### src/rtl/decode_queue_if.sv
// decode_queue_if: RV32I control-word types plus the fetch/issue handshake bundle (in_*, out_*, count); slave modport for the queue, master for its driver
package rv32i_pkg;
  localparam logic [6:0] op_lui = 7'b0110111, op_auipc = 7'b0010111, op_jal = 7'b1101111,
                         op_jalr = 7'b1100111, op_br = 7'b1100011, op_load = 7'b0000011,
                         op_store = 7'b0100011, op_imm = 7'b0010011, op_reg = 7'b0110011,
                         op_csr = 7'b1110011;
  localparam logic [2:0] alu_add = 3'd0, alu_sll = 3'd1, alu_sra = 3'd2, alu_sub = 3'd3,
                         alu_xor = 3'd4, alu_srl = 3'd5, alu_or = 3'd6, alu_and = 3'd7;
  localparam logic [2:0] f3_add = 3'd0, f3_sll = 3'd1, f3_slt = 3'd2, f3_sltu = 3'd3,
                         f3_sr = 3'd5;
  localparam logic [2:0] cmp_blt = 3'd4, cmp_bltu = 3'd6;
  localparam logic [1:0] pc_plus4 = 2'd0, pc_alu_out = 2'd1, pc_alu_mod2 = 2'd2;
  localparam logic alu1_rs1 = 1'b0, alu1_pc = 1'b1;
  localparam logic [2:0] alu2_i_imm = 3'd0, alu2_u_imm = 3'd1, alu2_b_imm = 3'd2,
                         alu2_s_imm = 3'd3, alu2_j_imm = 3'd4, alu2_rs2 = 3'd5;
  localparam logic cmp_rs2 = 1'b0, cmp_i_imm = 1'b1;
  localparam logic [2:0] rf_alu_out = 3'd0, rf_br_en = 3'd1, rf_u_imm = 3'd2,
                         rf_load = 3'd3, rf_pc_plus4 = 3'd4;
  typedef struct packed {
    logic [6:0] opcode;
    logic [2:0] funct3;
    logic [2:0] aluop;
    logic [2:0] cmpop;
    logic [1:0] pcmux_sel;
    logic       alumux1_sel;
    logic [2:0] alumux2_sel;
    logic       cmpmux_sel;
    logic [2:0] regfilemux_sel;
    logic       mem_read;
    logic       mem_write;
    logic       load_regfile;
    logic       commit;
    logic       br_op;
    logic       jmp_op;
  } rv32i_ctrl_word;
endpackage

interface decode_queue_if #(parameter int DEPTH = 4);
  import rv32i_pkg::*;
  logic                         in_valid, in_ready, out_valid, out_ready;
  logic [31:0]                  in_pc, in_instr, out_pc, out_instr;
  rv32i_ctrl_word               out_ctrl;
  logic                         out_illegal, out_muldiv;
  logic [2:0]                   out_mdop;
  logic [$clog2(DEPTH+1)-1:0]   count;
  modport slave (input in_valid, in_pc, in_instr, out_ready,
                 output in_ready, out_valid, out_pc, out_instr, out_ctrl, out_illegal,
                 out_muldiv, out_mdop, count);
  modport master (output in_valid, in_pc, in_instr, out_ready,
                  input in_ready, out_valid, out_pc, out_instr, out_ctrl, out_illegal,
                  out_muldiv, out_mdop, count);
endinterface

### src/rtl/decode_queue.sv
// decode_queue: registered RV32I decode into a DEPTH-entry FIFO; ports clk, rst (sync high), flush, q (decode_queue_if.slave); RV32M_EN enables M-extension decode
module decode_queue
  import rv32i_pkg::*;
#(
  parameter int DEPTH = 4,
  parameter int PTR_W = $clog2(DEPTH),
  parameter int CNT_W = $clog2(DEPTH + 1)
) (
  input logic            clk,
  input logic            rst,
  input logic            flush,
  decode_queue_if.slave  q
);
  typedef struct packed {
    logic [31:0]    pc;
    logic [31:0]    instr;
    rv32i_ctrl_word ctrl;
    logic           illegal;
    logic           muldiv;
    logic [2:0]     mdop;
  } entry_t;
  entry_t         mem [DEPTH];
  logic [PTR_W-1:0] wr_ptr, rd_ptr;
  logic [CNT_W-1:0] count;
  logic           enq, deq, ill, md;
  logic [2:0]     mdop;
  rv32i_ctrl_word c;
  logic [6:0]     op, f7;
  logic [2:0]     f3;
  assign op = q.in_instr[6:0];
  assign f3 = q.in_instr[14:12];
  assign f7 = q.in_instr[31:25];
  always_comb begin
    c = '0;
    c.opcode = op;
    c.funct3 = f3;
    c.aluop = alu_add;
    c.pcmux_sel = pc_plus4;
    c.alumux1_sel = alu1_rs1;
    c.alumux2_sel = alu2_i_imm;
    c.cmpmux_sel = cmp_rs2;
    c.regfilemux_sel = rf_alu_out;
    ill = 1'b0;
    md = 1'b0;
    mdop = 3'd0;
    case (op)
      op_lui: begin
        c.load_regfile = 1'b1;
        c.commit = 1'b1;
        c.regfilemux_sel = rf_u_imm;
      end
      op_auipc: begin
        c.load_regfile = 1'b1;
        c.commit = 1'b1;
        c.alumux1_sel = alu1_pc;
        c.alumux2_sel = alu2_u_imm;
      end
      op_jal: begin
        c.load_regfile = 1'b1;
        c.commit = 1'b1;
        c.jmp_op = 1'b1;
        c.alumux1_sel = alu1_pc;
        c.alumux2_sel = alu2_j_imm;
        c.pcmux_sel = pc_alu_out;
        c.regfilemux_sel = rf_pc_plus4;
      end
      op_jalr: begin
        c.load_regfile = 1'b1;
        c.commit = 1'b1;
        c.jmp_op = 1'b1;
        c.pcmux_sel = pc_alu_mod2;
        c.regfilemux_sel = rf_pc_plus4;
        ill = f3 != 3'd0;
      end
      op_br: begin
        c.commit = 1'b1;
        c.br_op = 1'b1;
        c.cmpop = f3;
        c.alumux1_sel = alu1_pc;
        c.alumux2_sel = alu2_b_imm;
        ill = f3 == 3'b010 || f3 == 3'b011;
      end
      op_load: begin
        c.load_regfile = 1'b1;
        c.commit = 1'b1;
        c.mem_read = 1'b1;
        c.regfilemux_sel = rf_load;
        ill = f3 == 3'b011 || f3 == 3'b110 || f3 == 3'b111;
      end
      op_store: begin
        c.commit = 1'b1;
        c.mem_write = 1'b1;
        c.alumux2_sel = alu2_s_imm;
        ill = f3 > 3'b010;
      end
      op_imm: begin
        c.load_regfile = 1'b1;
        c.commit = 1'b1;
        if (f3 == f3_slt || f3 == f3_sltu) begin
          c.cmpop = f3 == f3_slt ? cmp_blt : cmp_bltu;
          c.regfilemux_sel = rf_br_en;
          c.cmpmux_sel = cmp_i_imm;
        end else if (f3 == f3_sr) begin
          c.aluop = f7[5] ? alu_sra : alu_srl;
          ill = f7 != 7'b0000000 && f7 != 7'b0100000;
        end else begin
          c.aluop = f3;
          ill = f3 == f3_sll && f7 != 7'b0000000;
        end
      end
      op_reg: begin
        c.load_regfile = 1'b1;
        c.commit = 1'b1;
        c.alumux2_sel = alu2_rs2;
`ifdef RV32M_EN
        if (f7 == 7'b0000001) begin
          md = 1'b1;
          mdop = f3;
        end else
`endif
        begin
          if (f3 == f3_slt || f3 == f3_sltu) begin
            c.cmpop = f3 == f3_slt ? cmp_blt : cmp_bltu;
            c.regfilemux_sel = rf_br_en;
            c.cmpmux_sel = cmp_rs2;
          end else if (f3 == f3_add)
            c.aluop = f7[5] ? alu_sub : alu_add;
          else if (f3 == f3_sr)
            c.aluop = f7[5] ? alu_sra : alu_srl;
          else
            c.aluop = f3;
          ill = (f7 != 7'b0000000 && f7 != 7'b0100000) ||
                (f7 == 7'b0100000 && f3 != f3_add && f3 != f3_sr);
        end
      end
      default: ill = 1'b1;
    endcase
    if (q.in_instr[11:7] == 5'd0) c.load_regfile = 1'b0;
    if (ill) begin
      c.load_regfile = 1'b0;
      c.mem_read = 1'b0;
      c.mem_write = 1'b0;
      c.commit = 1'b0;
      c.br_op = 1'b0;
      c.jmp_op = 1'b0;
    end
  end
  assign q.in_ready = count != CNT_W'(DEPTH);
  assign q.out_valid = count != '0;
  assign q.count = count;
  assign enq = q.in_valid && q.in_ready && !flush && !rst;
  assign deq = q.out_valid && q.out_ready && !flush && !rst;
  always_ff @(posedge clk)
    if (rst || flush) begin
      wr_ptr <= '0;
      rd_ptr <= '0;
      count <= '0;
    end else begin
      if (enq) wr_ptr <= wr_ptr + 1'b1;
      if (deq) rd_ptr <= rd_ptr + 1'b1;
      count <= count + CNT_W'(enq) - CNT_W'(deq);
    end
  always_ff @(posedge clk)
    if (enq) mem[wr_ptr] <= '{pc: q.in_pc, instr: q.in_instr, ctrl: c, illegal: ill, muldiv: md, mdop: mdop};
  assign q.out_pc = mem[rd_ptr].pc;
  assign q.out_instr = mem[rd_ptr].instr;
  assign q.out_ctrl = mem[rd_ptr].ctrl;
  assign q.out_illegal = mem[rd_ptr].illegal;
  assign q.out_muldiv = mem[rd_ptr].muldiv;
  assign q.out_mdop = mem[rd_ptr].mdop;
endmodule

### src/flat_wrapper.sv
// flat-port wrapper written by rule: the top's interface ports become plain ports
module decode_queue_flat import rv32i_pkg::*;
#(
  parameter int DEPTH = 4,
  parameter int PTR_W = $clog2(DEPTH),
  parameter int CNT_W = $clog2(DEPTH + 1)
)
  (clk, rst, flush, q_in_valid, q_in_pc, q_in_instr, q_out_ready, q_in_ready, q_out_valid, q_out_pc, q_out_instr, q_out_ctrl, q_out_illegal, q_out_muldiv, q_out_mdop, q_count);
  decode_queue_if #(.DEPTH(DEPTH)) q_i ();
  input logic clk;
  input logic rst;
  input logic flush;
  input wire logic [$bits(q_i.in_valid)-1:0] q_in_valid;
  input wire logic [$bits(q_i.in_pc)-1:0] q_in_pc;
  input wire logic [$bits(q_i.in_instr)-1:0] q_in_instr;
  input wire logic [$bits(q_i.out_ready)-1:0] q_out_ready;
  output wire logic [$bits(q_i.in_ready)-1:0] q_in_ready;
  output wire logic [$bits(q_i.out_valid)-1:0] q_out_valid;
  output wire logic [$bits(q_i.out_pc)-1:0] q_out_pc;
  output wire logic [$bits(q_i.out_instr)-1:0] q_out_instr;
  output wire logic [$bits(q_i.out_ctrl)-1:0] q_out_ctrl;
  output wire logic [$bits(q_i.out_illegal)-1:0] q_out_illegal;
  output wire logic [$bits(q_i.out_muldiv)-1:0] q_out_muldiv;
  output wire logic [$bits(q_i.out_mdop)-1:0] q_out_mdop;
  output wire logic [$bits(q_i.count)-1:0] q_count;
  assign q_i.in_valid = q_in_valid;
  assign q_i.in_pc = q_in_pc;
  assign q_i.in_instr = q_in_instr;
  assign q_i.out_ready = q_out_ready;
  assign q_in_ready = q_i.in_ready;
  assign q_out_valid = q_i.out_valid;
  assign q_out_pc = q_i.out_pc;
  assign q_out_instr = q_i.out_instr;
  assign q_out_ctrl = q_i.out_ctrl;
  assign q_out_illegal = q_i.out_illegal;
  assign q_out_muldiv = q_i.out_muldiv;
  assign q_out_mdop = q_i.out_mdop;
  assign q_count = q_i.count;
  decode_queue #(.DEPTH(DEPTH), .PTR_W(PTR_W), .CNT_W(CNT_W)) u_core (.clk(clk), .rst(rst), .flush(flush), .q(q_i));
endmodule
### config.mk
export PLATFORM = sky130hd
export DESIGN_NAME = decode_queue_flat
export DESIGN_NICKNAME = d
export VERILOG_FILES = /design/src/rtl/decode_queue_if.sv /design/src/rtl/decode_queue.sv /design/src/flat_wrapper.sv
export SDC_FILE = /design/constraint.sdc
export NUM_CORES = 1
export LEC_CHECK = 0
export CAP_MARGIN = 20
export CORE_UTILIZATION = 59
export CTS_CLUSTER_SIZE = 16
export DETAILED_ROUTE_END_ITERATION = 7
export PLACE_DENSITY_LB_ADDON = 0.3
export SETUP_SLACK_MARGIN = 0.3
export SLEW_MARGIN = 10
export SYNTH_ARGS = -nofsm -noshare
export SYNTH_HDL_FRONTEND = slang
export SYNTH_SLANG_ARGS = --single-unit
### constraint.sdc
create_clock -name clk -period 8.55 [get_ports clk]
set_input_delay 1.2825 -clock clk [delete_from_list [all_inputs] [get_ports clk]]
set_output_delay 1.2825 -clock clk [all_outputs]
set_load 0.01 [all_outputs]
# Word-level counts from Yosys, hierarchy flattened
# Memory sizes are Yosys's and may differ from the RTL's. A register that Yosys moved wholly into a read port is not among the register bits.
# Index checks and enable logic that the tools add are counted.
[word_totals] ff_bits=7 ram_bits=388 input_bits=69 output_inout_bits=106 wordCells=88 memories=1
[op_classes] addsub=4 n_lt_le_gt_ge=1 n_eq_ne=19 mux=32 n_reduce_logical=28
[mem_list] name="u_core.mem" depth=4 width=97 read_ports=1 rd_ports_with_merged_regs=1 wr=1 line_no="decode_queue.sv:22" source="entry_t mem [DEPTH];"
[ops] operator="3-bit one-hot mux with 5 select lines" n=2
[ops] operator="7-bit by 6-bit == test with 1-bit output, second input constant" n=4
[ops] operator="7-bit == test, second input constant" n=3
[ops] operator="3-bit two-way mux" n=6
[ops] operator="7-bit by 5-bit == test with 1-bit output, second input constant" n=2
[ops] operator="1-bit two-way mux" n=13
[ops] operator="3-bit one-hot mux with 2 select lines" n=2
[ops] operator="1-bit logical AND" n=10
[ops] operator="3-bit == test, second input constant" n=3
[ops] operator="9-bit OR reduction" n=1
[ops] operator="2-bit two-way mux" n=4
[ops] operator="7-bit by 2-bit == test with 1-bit output, second input constant" n=1
[ops] operator="7-bit by 6-bit != test with 1-bit output, second input constant" n=1
[ops] operator="1-bit one-hot mux with 7 select lines" n=1
[ops] operator="7-bit nonzero test" n=1
[ops] operator="7-bit OR reduction" n=1
[ops] operator="3-bit by 2-bit == test with 1-bit output, second input constant" n=2
[ops] operator="6-bit two-way mux" n=1
[ops] operator="3-bit != test, second input constant" n=2
[ops] operator="3-bit nonzero test" n=2
[ops] operator="3-bit OR reduction" n=2
[ops] operator="5-bit zero test" n=1
[ops] operator="1-bit logical OR" n=5
[ops] operator="2-bit by 1-bit adder with 2-bit output, second input constant" n=2
[ops] operator="10 further kinds" n=12

# Longest topological paths before layout
# Gate-level depths: netlist of run 1.
[logic_depth] word_depth=6 depth_mapped=10 mapped_depth_nobuf=10

# Worst setup path after synthesis of run 1
# OpenSTA, ideal clock, no wires.
[synth_path] path_type="input -> register" startpoint="input rst" endpoint="memory u_core.mem[0][0] (netlist bit), enable pin" setup_time_ns=0.455 arrival_time_ns=3.980 required_time_ns=8.095 setup_slack_ns=4.115 cell_stages=4 path_cell_list="or2_2 > clkbuf_1 > nor2_1 > and2_1"
[synth_between] elab_chain_cells=4
[synth_rtl] element="from (decl)" line_no="flat_wrapper.sv:11" source="input logic rst;"
[synth_rtl] element="1-bit zero test" line_no="decode_queue.sv:151" source="assign enq = q.in_valid && q.in_ready && !flush && !rst;"
[synth_rtl] element="1-bit logical AND" line_no="decode_queue.sv:151"
[synth_rtl] element="via u_core.enq" line_no="decode_queue.sv:25" source="logic enq, deq, ill, md;"
[synth_rtl] element="1-bit two-way mux" line_no="decode_queue.sv:164" source="if (enq) mem[wr_ptr] <= '{pc: q.in_pc, instr: q.in_instr, ctrl: c, illegal: ill, muldiv: md, mdop: mdop};"
[synth_rtl] element="1-bit two-way mux (not written as such)" line_no="decode_queue.sv:164"
[synth_rtl] element="to (decl)" line_no="decode_queue.sv:22"
# The timed path passes the listed nets, and every way through them passes these cells.

==> impl_metrics.ini, run 1 <==
[final_layout]
num-nets-final = 860
fin_cells = 1092
signed_area_change_from_the_synthesized_netlist_to_the_final_layout_pct = 21.58
share_of_layout_cells_above_drive_strength_1 = 0.1995
num_antenna_cells = 0
final.fill_count = 1274
finish.instance_area_um2 = 16700

[global_route]
maximum_number_of_pins_on_one_net_before_global_route_repair = 79
grt_antenna_before_repair = 0
grtUsageTotal = 0.2221
grt_pass1_vias = 6904
grt_ovf = 0
grt_pass1_wl_mm = 39.36

[cts]
cts_max_path_buffers = 3
cts.repair_timing.setup_buffer_count = 0
postCtsResizedCells = 0
clkLatencyLatePin_ns = 0.51
cts_max_level = 2
post_cts_hold_buffer_count = 0
cts_tree = yes
cts.sink_count = 357
root_buf_cell = sky130_fd_sc_hd__clkbuf_16
clk_pin_slew_ns = 0.06
cts_inserted_buffers = 36

[synthesis]
syn-mean-instance-area_um2 = 22.56
yosys-top-cells-count = sky130_fd_sc_hd__edfxtp_1, sky130_fd_sc_hd__mux4_2, sky130_fd_sc_hd__nor2_1
netlist-cell-type-count = 57
netlist.area_leader.share = 0.7606
synthCells = 609
synth-seq-cells = 357
ys_top_cells_by_area = sky130_fd_sc_hd__edfxtp_1, sky130_fd_sc_hd__mux4_2, sky130_fd_sc_hd__dfxtp_1
yosysSeqAreaShare = 0.7737
number_of_warnings_printed_during_yosys_synthesis = 0
ys_dominant_reg_cell = sky130_fd_sc_hd__edfxtp_1
synth_most_common_cell = sky130_fd_sc_hd__edfxtp_1
yosys.area.top_type = sky130_fd_sc_hd__edfxtp_1
synthArstFlopShare = 0
netlist_area_um2 = 13740
synth_edf_count = 348

[sta]
final-setup-viol-count = 0
slew_violations = 0
setup-tns-final_ns = 0
timing_hold_violations_final = 0
setup_slack_ns = 3.815
period_needed_ns = 4.735
fmax_mhz = 211.2
clock_skew_ns = 0.01426
grt_setup_unrepaired = no
max_slew.worst_pin.slew_ns = 1.074
period_share = 0.5538
slew_headroom = 0.2837

[route]
drt_wl_total_mm = 25.62
drt.antenna.violating_nets = 0
num_vias = 6519
vias_per_cell = 5.970
drt_first_iter_violations = 540
detail_route.first_pass.iterations = 4
wl_per_cell_um = 23.46
drc_errors = 0

[setup_path]
critPathTopFamily = buffers and inverters
worstPathRequired_ns = 7.27
crit_fanout = 46
crit_path_cell_trace = buf_4 > mux4_2 > clkdlybuf4s50_1
path_buf_inv = 2
path_class = reg2out
critPathCaptureType = output port
worst_path_cell_with_the_longest_stage_delay = sky130_fd_sc_hd__dfxtp_4
worst_setup_path_start_kind = flip-flop
critPathMaxStageDelay_ns = 0.90
endpoint_arrival_time_on_the_critical_path_ns = 3.45

[floorplanning]
fp.dieH_um = 154.6
core-area_um2 = 22710
design.die.area_um2 = 23900
row_count = 55
boundaryPins = 175
start_util = 0.6050
die_width_um = 154.6

[power_and_ir_drop]
power_density_nw_per_um2 = 210.4
static_power_due_to_leakage_uw = 0.005435
vdd_drop_max_mv = 0.1757

[run]
maxCapViolCount = 0

[placed_design]
post-place-ws_ns = 4.201
io_buffer_count = 170
final_weighted_congestion_in_routability_driven_placement = 0.7367
detailed_place_hpwl_mm = 14.88
postPlaceCellArea_um2 = 15570
place.detailed.instances = 1029

[status]
run_status = finished, final reports clean

[worst_hold_path]
worstHoldPathType = reg2reg
-- state kept, by name (all words and copies together), names as in the netlist, named ones only --
name	flops
u_core.mem	348
u_core.q.count	3
u_core.rd_ptr	2
u_core.wr_ptr	2
-- per-layer routing --
layer	wire, um	track usage	vias to the layer above
li1	-	-	2875
met1	10740	0.3036	3366
met2	12750	0.3687	251
met3	1793	0.05352	27
met4	332	0.04950	0
met5	0	0	-
-- cells in the final DEF (no fill, tap or decap), types with 2 or more instances in the layout --
cell type | netlist | final
sky130_fd_sc_hd__xnor2_1 | 3 | 3
sky130_fd_sc_hd__ha_1 | 6 | 6
sky130_fd_sc_hd__inv_1 | 8 | 8
sky130_fd_sc_hd__nand3b_1 | 2 | 2
sky130_fd_sc_hd__o21ai_0 | 5 | 5
sky130_fd_sc_hd__a211oi_1 | 6 | 6
sky130_fd_sc_hd__dfxtp_4 | 0 | 2
sky130_fd_sc_hd__o21a_1 | 2 | 2
sky130_fd_sc_hd__nand3_1 | 3 | 3
sky130_fd_sc_hd__or3_1 | 2 | 2
sky130_fd_sc_hd__and3_1 | 2 | 2
sky130_fd_sc_hd__mux4_2 | 87 | 87
sky130_fd_sc_hd__edfxtp_1 | 348 | 348
sky130_fd_sc_hd__nor2_1 | 19 | 19
sky130_fd_sc_hd__nand2_1 | 5 | 5
sky130_fd_sc_hd__a21oi_1 | 4 | 4
sky130_fd_sc_hd__clkinv_2 | 0 | 5
sky130_fd_sc_hd__buf_4 | 18 | 6
sky130_fd_sc_hd__clkdlybuf4s50_1 | 0 | 170
sky130_fd_sc_hd__clkinv_1 | 0 | 8
sky130_fd_sc_hd__bufinv_16 | 0 | 2
sky130_fd_sc_hd__conb_1 | 1 | 4
sky130_fd_sc_hd__nand4_1 | 2 | 2
sky130_fd_sc_hd__and2_4 | 0 | 4
sky130_fd_sc_hd__clkbuf_16 | 0 | 37
sky130_fd_sc_hd__xor2_1 | 4 | 4
sky130_fd_sc_hd__dfxtp_1 | 9 | 7
sky130_fd_sc_hd__nor3_2 | 2 | 2
sky130_fd_sc_hd__a2111oi_2 | 2 | 2
sky130_fd_sc_hd__clkbuf_1 | 7 | 7
sky130_fd_sc_hd__and2_1 | 8 | 4
sky130_fd_sc_hd__nand2b_1 | 5 | 5
sky130_fd_sc_hd__nor3_1 | 2 | 2
-- cell families after synthesis --
| family | count (synthesis) | synth area share |
|---|---|---|
| XOR/XNOR | 7 | 0.004462 |
| multiplexers | 88 | 0.1433 |
| adder cells (fa/ha/maj) | 7 | 0.006921 |
| other | 1 | 0.0002729 |
| buffers and inverters | 52 | 0.02422 |
| flip-flops | 357 | 0.7737 |
| AO/OA/AOI/OAI | 33 | 0.01931 |
| AND/OR/NAND/NOR | 64 | 0.02778 |
-- report_power, final --
group	total, uW	switching, uW	internal (uW)
Clock	1450	596	856
Combinational	129	64.4	64.9
Sequential	1930	4.06	1930
-- cell type report --
type / count / area [um2] / share of cell area
clock buffer: 45 / 965.9 / 0.05782
clock inverter: 16 / 122.6 / 0.007340
inverter: 8 / 30.03 / 0.001798
multi-input combinational: 203 / 2798 / 0.1675
sequential: 357 / 10640 / 0.6368
tap: 285 / 356.6 / 0.02135
timing repair buffer: 178 / 1794 / 0.1074
-- worst min-delay path, cell delays in order, from the launching register on --
cell and delay (ns):
sky130_fd_sc_hd__dfxtp_1 0.34, sky130_fd_sc_hd__nand2_1 0.06, sky130_fd_sc_hd__a21oi_1 0.05
-- per-stage QoR --
stage | util | total power [uW] | hold slack (ns)
floorplan | - | 2023 | 0.4692
global placement | 0.6856 | 2093 | 0.4777
detailed placement | 0.6856 | 2100 | 0.4901
CTS | 0.7335 | 3537 | 0.4987
global route | 0.7356 | 3612 | 0.5359
finish | 0.7356 | 3515 | 0.4958
-- worst paths after layout --
path / start / end / slack (ns) / cells past startpoint
worst max-delay path: flip-flop / q_out_instr[3] / 3.81 / 3
worst min-delay path: u_core.wr_ptr[1] / u_core.wr_ptr[1] / 0.50 / 2
worst max register to register: u_core.q.count[1] / u_core.mem[0][56] / 5.77 / 5
worst min register to register: u_core.wr_ptr[1] / u_core.wr_ptr[1] / 0.50 / 2
Note: power is estimated with default switching activity, not from simulation.
==> run 2: changes to the inputs <==
--- a/config.mk
+++ b/config.mk
@@ -6,7 +6,7 @@
 export NUM_CORES = 1
 export LEC_CHECK = 0
 export CAP_MARGIN = 20
-export CORE_UTILIZATION = 59
+export CORE_UTILIZATION = 55
 export CTS_CLUSTER_SIZE = 16
 export DETAILED_ROUTE_END_ITERATION = 7
 export PLACE_DENSITY_LB_ADDON = 0.3
==> constraint.sdc (replaced) <==
create_clock -name clk -period 4.5 [get_ports clk]
set_input_delay 0.675 -clock clk [delete_from_list [all_inputs] [get_ports clk]]
set_output_delay 0.675 -clock clk [all_outputs]
set_load 0.01 [all_outputs]
==> run 2 against run 1 <==
Critical path depth unchanged. Die area grew 7.2%. Hold slack gained 0.0037 ns. Utilization decreased by 4.5 points. Clock-buffer cell count did not move. Final area up 0.80%. Setup slack worse by 2.8 ns. Wire length grew 0.43%.
==> impl_metrics.ini, run 2 (synthesized netlist as in run 1, its figures left out) <==
[sta]
final-setup-viol-count = 0
max_slew.worst_pin.slew_ns = 0.8322
period_needed_ns = 3.533
fin_worst_hold_slack_ns = 0.4995
period_share = 0.7850
slew_headroom = 0.4452
grt_setup_unrepaired = no
clock_skew_ns = 0.01453
setup-tns-final_ns = 0
timing_hold_violations_final = 0
fmax_mhz = 283.1
slew_violations = 0

[floorplanning]
row_count = 57
design.die.area_um2 = 25620
die_width_um = 160.1
boundaryPins = 175
fp.dieH_um = 160.1
start_util = 0.5633
core-area_um2 = 24390

[route]
wl_per_cell_um = 22.59
drt_wl_total_mm = 25.73
drt.antenna.violating_nets = 0
drt_first_iter_violations = 456
drc_errors = 0
vias_per_cell = 5.731
detail_route.first_pass.iterations = 5
num_vias = 6528

[setup_path]
crit-reg2reg-launch = u_core.q.count[1]
endpoint_arrival_time_on_the_critical_path_ns = 2.86
critPathCaptureType = output port
worst_setup_path_start_kind = flip-flop
crit_fanout = 34
path_class = reg2out
worstPathRequired_ns = 3.83

[power_and_ir_drop]
netSwitchingPower_uw = 1303
power_density_nw_per_um2 = 402.5
switching_share = 0.1922
static_power_due_to_leakage_uw = 0.005482
pwr-share-seq = 0.542
clock_power_share = 0.422
internal_power_uw = 5475
vdd_drop_max_mv = 0.2315
power.combinational.fraction = 0.036

[final_layout]
num_antenna_cells = 0
top_regs = u_core.mem x348, u_core.q.count x3
signed_area_change_from_the_synthesized_netlist_to_the_final_layout_pct = 22.56
layout_commonest_cell = sky130_fd_sc_hd__edfxtp_1
mostFrequentLayoutCells = sky130_fd_sc_hd__edfxtp_1, sky130_fd_sc_hd__clkdlybuf4s50_1, sky130_fd_sc_hd__mux4_2, sky130_fd_sc_hd__clkbuf_16, sky130_fd_sc_hd__nor2_1
largest_reg_flops = 348
num-nets-final = 865
final_core_util = 0.6904
top_register = u_core.mem
fin_cells = 1139
share_of_layout_cells_above_drive_strength_1 = 0.2074

[global_route]
grt_pass1_wl_mm = 40.04
maximum_number_of_pins_on_one_net_before_global_route_repair = 57
grt_ovf = 0
grt_pass1_vias = 6914
grt_antenna_before_repair = 0
grtUsageTotal = 0.2075

[worst_hold_path]
hold_path.startpoint = u_core.wr_ptr[1]
worstHoldPathType = reg2reg

[cts]
cts.repair_timing.setup_buffer_count = 0
cts_max_path_buffers = 3
post_cts_hold_buffer_count = 0
cts_inserted_buffers = 36
cts_max_level = 2
postCtsResizedCells = 0
cts.sink_count = 357
clk_pin_slew_ns = 0.06
root_buf_cell = sky130_fd_sc_hd__clkbuf_16
cts_tree = yes
clkLatencyLatePin_ns = 0.51

[status]
run_status = finished, final reports clean

[placed_design]
detailed_place_hpwl_mm = 15.56
final_weighted_congestion_in_routability_driven_placement = 0.7620
place.detailed.instances = 1075
io_buffer_count = 170

[run]
maxCapViolCount = 0
run 2: cell count changes in the layout (fill, tap and decap cells not counted):
cell / previous run / this run
sky130_fd_sc_hd__buf_4: 6 / 10
sky130_fd_sc_hd__clkinv_1: 8 / 7
sky130_fd_sc_hd__bufinv_16: 2 / 3
sky130_fd_sc_hd__buf_16: 1 / 0
sky130_fd_sc_hd__buf_12: 1 / 3
sky130_fd_sc_hd__clkbuf_8: 1 / 0
sky130_fd_sc_hd__inv_6: 0 / 3
sky130_fd_sc_hd__clkbuf_1: 7 / 8
run 2: area by class of cell:
class                      count  area, um2
timing repair buffer         183       1837
tap                          324      405.4
multi-input combinational    203       2798
clock inverter                19      175.2
clock buffer                  45      955.9
sequential                   357      10640
inverter                       8      30.03
fill                        1544       7552
run 2: worst paths after layout:
check / end / slack [ns] / depth (start not counted)
setup reg to reg: u_core.mem[0][85] / 2.06 / 5
setup / recovery: q_out_ctrl[22] / 0.97 / 3
hold / removal: u_core.wr_ptr[1] / 0.50 / 2
hold reg to reg: u_core.wr_ptr[1] / 0.50 / 2
run 2: through the flow:
| stage | power, uW | instance area [um2] | setup slack, ns |
|---|---|---|---|
| 3_3_place_gp | 3981 | 15710 | 1.353 |
| 5_1_grt | 6980 | 16840 | 0.7376 |
| 2_1_floorplan | 3844 | 13750 | 0.6722 |
| 3_5_place_dp | 3990 | 15710 | 1.279 |
| 6_report | 6778 | 16840 | 0.9673 |
| 4_1_cts | 6830 | 16840 | 0.8462 |
run 2: per-layer routing:
metal	wire length, um	part of all wire	track usage
met5	0	0	0
met4	388	0.015	0.05022
met3	1631	0.063	0.04104
met2	12840	0.50	0.3395
met1	10870	0.42	0.2918
run 2: power groups by stage:
stage / sequential [uW] / combinational, uW / clock (uW)
6_report: 3670 / 247 / 2860
5_1_grt: 3670 / 265 / 3040
3_5_place_dp: 3740 / 246 / 0
2_1_floorplan: 3750 / 98.3 / 0
3_3_place_gp: 3740 / 239 / 0
4_1_cts: 3670 / 248 / 2910
run 2: critical path, stage by stage (launching register included):
cell,delay [ns]
sky130_fd_sc_hd__dfxtp_4,0.81
sky130_fd_sc_hd__buf_4,0.43
sky130_fd_sc_hd__mux4_2,0.59
sky130_fd_sc_hd__clkdlybuf4s50_1,0.50
==> run 3: changes to the inputs <==
==> constraint.sdc (replaced) <==
create_clock -name clk -period 3.5 [get_ports clk]
set_input_delay 0.525 -clock clk [delete_from_list [all_inputs] [get_ports clk]]
set_output_delay 0.525 -clock clk [all_outputs]
set_load 0.01 [all_outputs]
==> run 3 against run 2 <==
Wire length grew 4.3%. Sequential share of layout area shrank 0.70 points. Clock skew hardly changed. Via count increased by 1.7%. Clock-buffer cell count did not move. Register-to-register slack worse by 1.0 ns. Non-clock buffer count increased by 6. Die area stayed put. Final area increased by 1.1%.
==> impl_metrics.ini, run 3 (synthesized netlist as in run 1, its figures left out) <==
[route]
detail_route.first_pass.iterations = 5
drt_first_iter_violations = 509
drt.antenna.violating_nets = 0
wl_per_cell_um = 23.46
drt_wl_total_mm = 26.84
vias_per_cell = 5.804
num_vias = 6640
drc_errors = 0

[cts]
root_buf_cell = sky130_fd_sc_hd__clkbuf_16
cts_max_level = 2
clk_pin_slew_ns = 0.06
cts_max_path_buffers = 3
postCtsResizedCells = 0
cts.sink_count = 357
post_cts_hold_buffer_count = 0
cts_inserted_buffers = 36
clkLatencyLatePin_ns = 0.50
cts_tree = yes

[sta]
fin_worst_hold_slack_ns = 0.4983
grt_setup_unrepaired = no
slew_violations = 0
setup-tns-final_ns = 0
max_slew.worst_pin.slew_ns = 0.6208
slew_headroom = 0.5848
timing_hold_violations_final = 0
period_share = 0.8546
final-setup-viol-count = 0
clock_skew_ns = 0.01455
fmax_mhz = 334.3
period_needed_ns = 2.991

[setup_path]
path_buf_inv = 2
worst_path_cell_with_the_longest_stage_delay = sky130_fd_sc_hd__dfxtp_4
critPathCaptureType = output port
worst_setup_path_start_kind = flip-flop
critPathMaxStageDelay_ns = 0.65
worstPathRequired_ns = 2.97
endpoint_arrival_time_on_the_critical_path_ns = 2.47
path_class = reg2out
crit_path_cell_trace = buf_12 > mux4_2 > clkdlybuf4s50_1
critPathTopFamily = buffers and inverters
crit_fanout = 44

[power_and_ir_drop]
power_density_nw_per_um2 = 518.1
vdd_drop_max_mv = 0.3890
static_power_due_to_leakage_uw = 0.005565

[global_route]
grtUsageTotal = 0.2141
grt_antenna_before_repair = 0
grt_ovf = 0
maximum_number_of_pins_on_one_net_before_global_route_repair = 47
grt_pass1_wl_mm = 40.97
grt_pass1_vias = 6945

[final_layout]
layout_commonest_cell = sky130_fd_sc_hd__edfxtp_1
top_register = u_core.mem
num_antenna_cells = 0
top_regs = u_core.mem x348, u_core.q.count x3
mostFrequentLayoutCells = sky130_fd_sc_hd__edfxtp_1, sky130_fd_sc_hd__clkdlybuf4s50_1, sky130_fd_sc_hd__mux4_2, sky130_fd_sc_hd__clkbuf_16, sky130_fd_sc_hd__nor2_1
share_of_layout_cells_above_drive_strength_1 = 0.2171
signed_area_change_from_the_synthesized_netlist_to_the_final_layout_pct = 23.93
largest_reg_flops = 348
num-nets-final = 871

[placed_design]
final_weighted_congestion_in_routability_driven_placement = 0.7873
detailed_place_hpwl_mm = 16.43
io_buffer_count = 170

[run]
maxCapViolCount = 0

[floorplanning]
die_width_um = 160.1
design.die.area_um2 = 25620
fp.dieH_um = 160.1
start_util = 0.5633
boundaryPins = 175
row_count = 57
core-area_um2 = 24390

[worst_hold_path]
worstHoldPathType = reg2reg

[status]
run_status = finished, final reports clean
run 3: cell types whose count changed in the layout (fill, tap and decap cells not counted), sizes merged:
cell and change:
inv -1, buf +6, bufinv +1, clkinvlp -1
run 3: worst min-delay path, stage by stage, from the launching register on:
cell                      delay, ns
sky130_fd_sc_hd__dfxtp_1       0.34
sky130_fd_sc_hd__nand2_1       0.06
sky130_fd_sc_hd__a21oi_1       0.05
run 3: worst paths after layout:
| check | start | to | slack, ns | depth (start not counted) |
|---|---|---|---|---|
| max | flip-flop | q_out_instr[4] | 0.51 | 3 |
| min | u_core.wr_ptr[1] | u_core.wr_ptr[1] | 0.50 | 2 |
| max reg2reg | u_core.q.count[2] | u_core.q.count[2] | 1.04 | 10 |
| min reg2reg | u_core.wr_ptr[1] | u_core.wr_ptr[1] | 0.50 | 2 |
run 3: stage by stage:
step / setup WS, ns / utilization / cells / total power (uW) / instance area [um2]
6_report: 0.5089 / 0.6981 / 1144 / 8821 / 17030
5_1_grt: 0.4330 / 0.6981 / 1144 / 9066 / 17030
4_1_cts: 0.4747 / 0.6981 / 1144 / 8906 / 17030
3_5_place_dp: 0.6552 / 0.6491 / 1080 / 5134 / 15830
3_3_place_gp: 0.7454 / 0.6491 / 1080 / 5119 / 15830
2_1_floorplan: 0.7804 / - / 612 / 4941 / 13760
run 3: timing repair:
item,in CTS,in global routing
setup buffers,1,0
endpoints found under the setup margin,7,0
endpoints found under the hold margin,0,0
run 3: routing by layer:
metal / routed length [um] / share of wire / GRT usage
met5: 0 / 0 / 0
met2: 13220 / 0.49 / 0.3405
met1: 11390 / 0.42 / 0.3095
met3: 1759 / 0.066 / 0.03922
met4: 461 / 0.017 / 0.05844
run 3: where the power goes:
| part | internal (uW) | total (uW) | leakage (uW) | switching, uW |
|---|---|---|---|---|
| Sequential | 4710 | 4720 | 0.00342 | 10.1 |
| Combinational | 163 | 322 | 0.00157 | 159 |
| Clock | 2270 | 3780 | 0.000578 | 1500 |
| Total | 7150 | 8820 | 0.00556 | 1670 |
run 3: area by class of cell:
type,instances,area (um2)
Sequential cell,357,10640
Fill cell,1526,7363
Multi-Input combinational cell,203,2798
Timing Repair Buffer,189,1989
Clock buffer,45,975.9
Tap cell,324,405.4
Clock inverter,18,191.4
Inverter,8,30.03
==> variant, RTL diff (flow settings as in run 2) <==
The option `RV32M_EN` is turned on by a define.
--- a/src/rtl/decode_queue.sv
+++ b/src/rtl/decode_queue.sv
@@ -1,3 +1,5 @@
 // decode_queue: registered RV32I decode into a DEPTH-entry FIFO; ports clk, rst (sync high), flush, q (decode_queue_if.slave); RV32M_EN enables M-extension decode
+`define RV32M_EN
+
 module decode_queue
   import rv32i_pkg::*;
Behaviour: not the same (Yosys sat finds a counterexample within 4 cycles, from zero or initial values).
==> variant against run 2 <==
Routed wire length rose by 8.3%; largest power group unchanged; sequential cell count rose by 16; largest cell class unchanged; core utilization barely moved; design area rose by 3.5%; die area rose by 3.3%; setup slack improved by 0.16 ns; area after synthesis rose by 3.4%; power rose by 2.6%; first-iteration DRC count rose by 73%.
==> variant: results (changes against run 2) <==
Global routing
  • Total global-route track usage: 21.5% (+0.72 points)
  • Met1 usage: 30.2% (+1.0 points)
  • Vias in the first global route: 7187 (+3.9%)
  • M3 GR Usage: 4.35% (+0.25 points)

Worst setup path
  • Slowest stage delay, CP: 0.63 ns (-0.18 ns)
  • Worst R2R Setup Slack: 2.10 ns (+0.04 ns)

STA
  • Clock skew: 0.0132 ns (-0.00129 ns)
  • Worst Tran Pin Value: 0.844 ns (+0.0114 ns)
  • Max frequency: 0.296 GHz (+4.6%)

Synth
  • Complex-gate fraction of the synthesized area: 1.37% (-0.57 points)
  • Post-Syn Area per Cell: 22.5 um2 (-0.39%)
  • Main area contributors after synthesis: edfxtp_1 (77%), mux4_2 (14%), dfxtp_1 (1.3%)
  • Register area share after synthesis: 78.2% (+0.86 points)
  • Commonest cells in the netlist: edfxtp_1 (364), mux4_2 (91), clkbuf_1 (19)
  • Number of flops mapped to enable cells by yosys: 364 (+4.6%)

Drt
  • DRT Pass-1 Iters: 6 (+1)
  • Met3 routed WL: 2.13 mm (+31%)

Final layout
  • Non-clock buffer share: 10.8% (-0.070 points)
  • Fraction of layout cells with a size suffix above 1: 18.8% (-1.9 points)
  • Number of fill cells: 1536 (-0.52%)
  • Syn-to-layout area delta: 22.7%
  • Multi-input combinational area share: 16.4% (-0.20 points)
  • # clk buffers: 50 (+11%)
  • Post-Layout Cell Count: 1169 (+2.6%)
  • Net count, final: 890 (+2.9%)

Pwr
  • Switching Share: 19.4% (+0.19 points)
  • Leak pwr: 5.65 nW (+3.0%)
  • Seq group: 3.84 mW (+5%)

Place
  • GP Congestion: 0.819 (+7.5%)

Outcome
  • Status: finished clean
==> variant: changes by cell type after synthesis, moves of 3 or more <==
cell,run 2,this run
a211oi_1,6,1
and2_1,8,12
buf_2,12,9
buf_4,18,10
buf_6,6,1
clkbuf_1,7,19
edfxtp_1,348,364
mux4_2,87,91
nand2_1,5,8
nor3_1,2,5
nor4_1,0,3
==> variant: worst min path at each step <==
| stage | to | slack, ns | depth (start not counted) |
|---|---|---|---|
| 6_report | u_core.wr_ptr[1] | 0.52 | 2 |
| 5_1_grt | u_core.wr_ptr[1] | 0.55 | 2 |
| 4_1_cts | u_core.wr_ptr[1] | 0.52 | 2 |
| 3_5_place_dp | u_core.wr_ptr[1] | 0.51 | 2 |
| 3_3_place_gp | u_core.wr_ptr[1] | 0.49 | 2 |
| 2_1_floorplan | u_core.wr_ptr[1] | 0.47 | 2 |
==> variant: worst min-delay path, stage by stage (launching register included) <==
cell and delay, ns:
dfxtp_1 0.34, nand2_1 0.07, a21oi_1 0.06
